[src/rtl/nsio_responder.sv]
// nsio_responder: IO-space target on the CPU bus bridging register accesses
// to a TX stream FIFO, an RX stream FIFO, a reloadable interval timer and an
// active-low interrupt request.
module nsio_responder #(
    parameter logic [15:0] BASE  = 16'h0000,
    parameter int          DEPTH = 8,
    parameter int          AW    = 3
) (
    input  logic        CLK,
    input  logic        nRST,
    input  logic        nIOE,
    input  logic        nRD,
    input  logic        nWR,
    input  logic [23:0] ADDR,
    input  logic [23:0] DATO,
    output logic [23:0] DATA,
    output logic        nIRQ,
    output logic [23:0] TXD,
    output logic        TXVALID,
    input  logic        TXREADY,
    input  logic [23:0] RXD,
    input  logic        RXVALID,
    output logic        RXREADY
);

    localparam logic [AW:0]   FULL_CNT = DEPTH[AW:0];
    localparam logic [AW:0]   CNT_ONE  = (AW+1)'(1);
    localparam logic [AW-1:0] PTR_ONE  = AW'(1);

    // Occupancy update shared by both FIFOs: simultaneous inc/dec cancels.
    function automatic logic [AW:0] cnt_next(input logic [AW:0] cnt, input logic inc, input logic dec);
        logic [AW:0] r;
        case ({inc, dec})
            2'b10:   r = cnt + CNT_ONE;
            2'b01:   r = cnt - CNT_ONE;
            default: r = cnt;
        endcase
        return r;
    endfunction

    // Registered state
    logic          nrd_q, nwr_q, rd_arm_q, wr_arm_q;
    logic [23:0]   data_q, data_d;
    logic          nirq_q, nirq_d;
    logic [23:0]   tx_mem_q [DEPTH];
    logic [23:0]   rx_mem_q [DEPTH];
    logic [AW-1:0] tx_wr_ptr_q, tx_rd_ptr_q, rx_wr_ptr_q, rx_rd_ptr_q;
    logic [AW:0]   tx_cnt_q, tx_cnt_d, rx_cnt_q, rx_cnt_d;
    logic [2:0]    ctrl_q, ctrl_d;
    logic [23:0]   reload_q, reload_d, tcnt_q, tcnt_d;
    logic          tflag_q, tflag_d, tx_ovf_q, tx_ovf_d, rx_unf_q, rx_unf_d;

    // Combinational decode and handshakes
    logic          sel_s, rd_ev_s, wr_ev_s;
    logic [7:0]    reg_s;
    logic          tx_empty_s, tx_full_s, rx_empty_s, rx_full_s;
    logic          tx_pop_s, tx_push_req_s, tx_push_s;
    logic          rx_push_s, rx_pop_req_s, rx_pop_s;
    logic          ten_rise_s, tflag_set_s, w1c_s;
    logic [23:0]   status_s, rdata_s;

    // Address select and single-shot strobe events; the arm flags keep a strobe
    // that was already low when reset released from firing until it cycles.
    always_comb begin
        sel_s   = !nIOE && (ADDR[23:8] == BASE);
        reg_s   = ADDR[7:0];
        rd_ev_s = sel_s && !nRD && nWR && nrd_q && rd_arm_q;
        wr_ev_s = sel_s && !nWR && nRD && nwr_q && wr_arm_q;
    end

    // FIFO flags and push/pop qualification
    always_comb begin
        tx_empty_s    = (tx_cnt_q == '0);
        tx_full_s     = (tx_cnt_q == FULL_CNT);
        rx_empty_s    = (rx_cnt_q == '0);
        rx_full_s     = (rx_cnt_q == FULL_CNT);
        tx_pop_s      = !tx_empty_s && TXREADY;
        tx_push_req_s = wr_ev_s && (reg_s == 8'h00);
        tx_push_s     = tx_push_req_s && (!tx_full_s || tx_pop_s);
        rx_push_s     = RXVALID && !rx_full_s;
        rx_pop_req_s  = rd_ev_s && (reg_s == 8'h00);
        rx_pop_s      = rx_pop_req_s && !rx_empty_s;
        tx_cnt_d      = cnt_next(tx_cnt_q, tx_push_s, tx_pop_s);
        rx_cnt_d      = cnt_next(rx_cnt_q, rx_push_s, rx_pop_s);
    end

    // Register read mux
    always_comb begin
        status_s = {17'd0, rx_unf_q, tx_ovf_q, tflag_q, rx_full_s, rx_empty_s, tx_empty_s, tx_full_s};
        case (reg_s)
            8'h00:   rdata_s = rx_empty_s ? 24'd0 : rx_mem_q[rx_rd_ptr_q];
            8'h01:   rdata_s = status_s;
            8'h02:   rdata_s = {21'd0, ctrl_q};
            8'h03:   rdata_s = reload_q;
            default: rdata_s = 24'd0;
        endcase
    end

    // Control/register writes, timer, sticky flags, read data and interrupt
    always_comb begin
        w1c_s      = wr_ev_s && (reg_s == 8'h04);
        ten_rise_s = wr_ev_s && (reg_s == 8'h02) && DATO[2] && !ctrl_q[2];
        if (wr_ev_s && (reg_s == 8'h02)) ctrl_d = DATO[2:0];
        else                             ctrl_d = ctrl_q;
        if (wr_ev_s && (reg_s == 8'h03)) reload_d = DATO;
        else                             reload_d = reload_q;

        tflag_set_s = 1'b0;
        if (ten_rise_s) begin
            tcnt_d = reload_q;
        end else if (ctrl_q[2] && (reload_q != 24'd0)) begin
            if (tcnt_q == 24'd0) begin
                tflag_set_s = 1'b1;
                tcnt_d      = reload_q;
            end else begin
                tcnt_d = tcnt_q - 24'd1;
            end
        end else begin
            tcnt_d = tcnt_q;
        end

        // A set in the same cycle as a clear wins.
        if (tflag_set_s)              tflag_d = 1'b1;
        else if (w1c_s && DATO[4])    tflag_d = 1'b0;
        else                          tflag_d = tflag_q;
        if (tx_push_req_s && !tx_push_s) tx_ovf_d = 1'b1;
        else if (w1c_s && DATO[5])       tx_ovf_d = 1'b0;
        else                             tx_ovf_d = tx_ovf_q;
        if (rx_pop_req_s && rx_empty_s)  rx_unf_d = 1'b1;
        else if (w1c_s && DATO[6])       rx_unf_d = 1'b0;
        else                             rx_unf_d = rx_unf_q;

        if (rd_ev_s)                    data_d = rdata_s;
        else if (sel_s && !nRD && nWR)  data_d = data_q;
        else                            data_d = 24'd0;

        nirq_d = !((ctrl_q[0] && !rx_empty_s) || (ctrl_q[1] && tflag_q));
    end

    // State registers with asynchronous reset
    always_ff @(posedge CLK or negedge nRST) begin
        if (!nRST) begin
            nrd_q <= 1'b1; nwr_q <= 1'b1; rd_arm_q <= 1'b0; wr_arm_q <= 1'b0;
            data_q <= 24'd0; nirq_q <= 1'b1;
            tx_wr_ptr_q <= '0; tx_rd_ptr_q <= '0; tx_cnt_q <= '0;
            rx_wr_ptr_q <= '0; rx_rd_ptr_q <= '0; rx_cnt_q <= '0;
            ctrl_q <= 3'd0; reload_q <= 24'd0; tcnt_q <= 24'd0;
            tflag_q <= 1'b0; tx_ovf_q <= 1'b0; rx_unf_q <= 1'b0;
        end else begin
            nrd_q <= nRD; nwr_q <= nWR;
            rd_arm_q <= rd_arm_q | nRD; wr_arm_q <= wr_arm_q | nWR;
            data_q <= data_d; nirq_q <= nirq_d;
            if (tx_push_s) tx_wr_ptr_q <= tx_wr_ptr_q + PTR_ONE; else tx_wr_ptr_q <= tx_wr_ptr_q;
            if (tx_pop_s)  tx_rd_ptr_q <= tx_rd_ptr_q + PTR_ONE; else tx_rd_ptr_q <= tx_rd_ptr_q;
            if (rx_push_s) rx_wr_ptr_q <= rx_wr_ptr_q + PTR_ONE; else rx_wr_ptr_q <= rx_wr_ptr_q;
            if (rx_pop_s)  rx_rd_ptr_q <= rx_rd_ptr_q + PTR_ONE; else rx_rd_ptr_q <= rx_rd_ptr_q;
            tx_cnt_q <= tx_cnt_d; rx_cnt_q <= rx_cnt_d;
            ctrl_q <= ctrl_d; reload_q <= reload_d; tcnt_q <= tcnt_d;
            tflag_q <= tflag_d; tx_ovf_q <= tx_ovf_d; rx_unf_q <= rx_unf_d;
        end
    end

    // FIFO storage; contents are only observable through valid pointers
    always_ff @(posedge CLK) begin
        if (tx_push_s) tx_mem_q[tx_wr_ptr_q] <= DATO;
        if (rx_push_s) rx_mem_q[rx_wr_ptr_q] <= RXD;
    end

    assign DATA    = data_q;
    assign nIRQ    = nirq_q;
    assign TXVALID = !tx_empty_s;
    assign TXD     = tx_empty_s ? 24'd0 : tx_mem_q[tx_rd_ptr_q];
    assign RXREADY = !rx_full_s;

endmodule
[config.mk]
export PLATFORM = sky130hd
export DESIGN_NAME = nsio_responder
export DESIGN_NICKNAME = d
export VERILOG_FILES = /design/src/rtl/nsio_responder.sv
export SDC_FILE = /design/constraint.sdc
export NUM_CORES = 1
export LEC_CHECK = 0
export CAP_MARGIN = 10
export CORE_MARGIN = 5
export CORE_UTILIZATION = 55
export CTS_BUF_LIST = sky130_fd_sc_hd__clkbuf_8
export DETAILED_ROUTE_END_ITERATION = 6
export PLACE_DENSITY = 0.75
export SLEW_MARGIN = 10
export SYNTH_ARGS = -nofsm -noshare
export SYNTH_HDL_FRONTEND = slang
export SYNTH_SLANG_ARGS = --single-unit
[constraint.sdc]
create_clock -name CLK -period 11.9 [get_ports CLK]
set_clock_uncertainty 0.1 [all_clocks]
set_input_delay 1.785 -clock CLK [delete_from_list [all_inputs] [get_ports CLK]]
set_output_delay 1.785 -clock CLK [all_outputs]
set_load 0.01 [all_outputs]
==> impl_results.md <==
- Via density: 5.963
- CP endpoint: rx_cnt_q[2]
- Syn nets: 1255
- Post-Place Cells: 1723
- HP Class: reg -> reg
- Clock Path Buffers: 3
- GRT Resource Usage Total: 20.93%
- Final Cycle Share: 45.11%
- Crit Path Max Fanout: 27
- Netlist cell types: 67
- Async SR Flop Fraction: 21.15%
- Max-cap violations: 0
- Worst Tran Pin Value: 1.095 ns
- Power Density: 178.5 nW/um^2
- Initial antenna violation count: 0
- Via count: 11.10k
- Fin cells: 1861
- Worst Path Buf+Inv: 1
- FF/Latch Area: 14120 um^2
- Unrepaired setup endpoints after global routing: no
- CP delay by family, top: simple AND/OR/NAND/NOR gates
- Largest net degree at the start of global routing: 84
- Starting density of the core: 55.88%
- Port Buf Inserts: 129
- Die area: 40130 um^2
- Finished Cell Area: 23260 um^2
- Clock-pin slew on the worst setup and hold paths: 0.06 ns
- Setup TNS: 0 ns
- CP required: 12.30 ns
- Post-route ant nets: 0
- Post-synth EDFFs: 384
- Most frequent cell after synthesis: edfxtp_1
- Final Util: 65.25%
- Crit path DAT: 5.77 ns
- Final #Nets: 1432
- Post-synth top area cell: edfxtp_1
- Crit path capture type: register
- Area of the multi-input gates: 5627 um^2
- DRT Wirelength: 41780 um
- Diodes inserted: 0
- Status: finished, final reports clean
- Drt wl/cell: 22.45 um
- Post-cts sizing count: 0
- Final hold viol count: 0
- Max Slew Vio Count: 0
- Reg2reg setup slack: 8.72 ns
- Hold Crit Depth: 1
- CTS root buf: clkbuf_8
- Worst slack, placed: 5.895 ns
- DRT Pass-1 Iters: 5
- Clock Latency Late Sink: 0.62 ns
- Leakage: 0.008048 uW
- Critical path's most frequent cell: xor2_1
- Filler cells: 2436
- Main synth FF type: edfxtp_1
- CTS buffer count: 77
- CTS tree: yes
- Worst-path cell chain: clkdlybuf4s50_1, nor4_1, or3b_2, or4_1, nor2b_1, ha_1, xor2_1, ha_1, a21oi_1, xor2_1, nor2_1, xor2_1
- Placed Area: 21820 um^2
- Number of I/O pins: 130
- Register area share after synthesis: 70.83%
- Max Fclk: 186.3 MHz
- Seq cells post-synth: 487
- Final setup fails: 0
- Mapped Area: 19920 um^2
- Setup Buffers After CTS: 0
- Final Worst Setup Slack: 6.532 ns
- Total congestion overflow: 0
- Vias in the first global route: 11.60k
- Syn Area/Cell: 17.12 um^2
- Worst Reg-to-Reg Cells: 10
- RePlAce Congestion: 0.9145
- Core Region: 35660 um^2
- Critical path class: in -> reg
- # rows: 69
- H-tree levels: 3
- HPWL after DPL: 25850 um
- Die H: 200.3 um
- Reg2Reg Launch Point: nrd_q
- Hold buffers post-CTS: 0
- Crit. Startpoint: ADDR[3]
- Clk sink count: 487
- Synthesis-to-finish area growth: 16.76%
- Critical path's largest stage delay: 0.89 ns
- Global-route wire length before repair: 66050 um
- Post-synth top area share: 57.87%
- Die W: 200.3 um
- FF-to-FF End: rx_cnt_q[2]
- Slew headroom: 26.81%
- Post-route minimum period: 5.369 ns
- DR DRC count: 0
- Levels on crit path: 12
- Slowest library cell on the worst path: or4_1
- Share of cells above drive strength 1: 21.29%
- Yosys warnings: 0
- DRT iter0 DRCs: 965
- Peak VDD IR: 0.1459 mV
- Commonest cells in the synthesized netlist: edfxtp_1, dfrtp_1, mux4_2
- Post-Syn Instances: 1164
- Top post-synthesis cells by area: edfxtp_1, dfrtp_1, mux4_2
- Startpoint Class: primary input
==> per-layer routing <==
layer  GRT usage, %  up-vias  wire length [um]
met3          4.609       67              2471
li1               -     4979                 -
met5              0        -                 0
met4          6.023        0               806
met2          34.65      430             21110
met1          28.51     5621             17390
==> cell type report <==
class	instances	area share (%)
flip-flops and latches	487	60.68
clock buffers	87	5.147
well taps	461	2.479
clock inverters	51	1.076
repair buffers	152	6.282
multi-input cells	614	24.19
inverters	9	0.1452
==> cell usage in the layout, fill, tap and decap left out, types with 4 or more instances in the layout <==
| master | count |
|---|---|
| a211o_1 | 6 |
| a21oi_1 | 31 |
| a221oi_1 | 6 |
| buf_4 | 24 |
| clkbuf_8 | 87 |
| clkdlybuf4s50_1 | 128 |
| clkinv_1 | 9 |
| clkinv_2 | 10 |
| clkinvlp_4 | 4 |
| dfrtp_1 | 96 |
| dfrtp_2 | 4 |
| edfxtp_1 | 384 |
| ha_1 | 11 |
| inv_1 | 35 |
| mux2_2 | 36 |
| mux2i_1 | 49 |
| mux4_2 | 96 |
| nand2_1 | 83 |
| nand2b_1 | 8 |
| nand3_1 | 22 |
| nand3b_1 | 5 |
| nand4_1 | 6 |
| nor2_1 | 73 |
| nor2b_1 | 5 |
| nor3_1 | 17 |
| nor3_2 | 8 |
| nor3b_1 | 5 |
| nor4_1 | 16 |
| nor4_2 | 4 |
| o211ai_1 | 7 |
| o21ai_0 | 35 |
| o31ai_1 | 9 |
| xnor2_1 | 9 |
| xor2_1 | 6 |
==> worst register-to-register path: cells and delay by family (launching register included) <==
family / cells / cell delay (ns)
AND/OR/NAND/NOR: 4 / 1.36
adder cells (fa/ha/maj): 2 / 0.53
flip-flops: 1 / 0.51
XOR/XNOR: 3 / 0.41
AO/OA/AOI/OAI: 1 / 0.15
==> worst min-delay path by stage <==
| stage | endpoint | from | slack, ns |
|---|---|---|---|
| after detailed placement | nIRQ | ctrl_q[1] | 0.34 |
| after global placement | nIRQ | ctrl_q[1] | 0.34 |
| final | nIRQ | ctrl_q[1] | 0.36 |
| after CTS | nIRQ | ctrl_q[1] | 0.36 |
| after floorplan | nIRQ | ctrl_q[1] | 0.30 |
| after global routing | wr_arm_q | wr_arm_q | 0.37 |
==> stage by stage <==
stage	power [uW]	hold WS (ns)
floorplan	2548	0.2996
detailed placement	2896	0.3409
global route	4363	0.3748
CTS	4213	0.3568
global placement	2871	0.3390
finish	4153	0.3568
==> kinds of logic (layout without fill, tap and decap cells) <==
family,Yosys count,in the layout,synth area share (%)
AOI/OAI and AO/OA,120,120,3.919
xor gates and xnor gates,15,15,0.6594
adders and majority gates,12,12,0.7913
buffers and inverters,63,299,1.400
DFF,487,487,70.83
muxes,181,181,15.35
and+or+nand+nor,286,286,7.052
==> registers in the layout, indices dropped and copies added, names as in the netlist, 4 cells and up <==
name and cells:
DATA 24, rx_mem_q 192, tx_mem_q 192, rx_cnt_q 4, tcnt_q 24, reload_q 24
tx_cnt_q 4
==> power by group <==
part / switching (uW) / total [uW] / internal (uW)
clock network: 619 / 1310 / 691
registers: 53.0 / 2020 / 1970
logic: 411 / 822 / 411
total: 1080 / 4150 / 3070
Power figures use the tool's default switching activity.
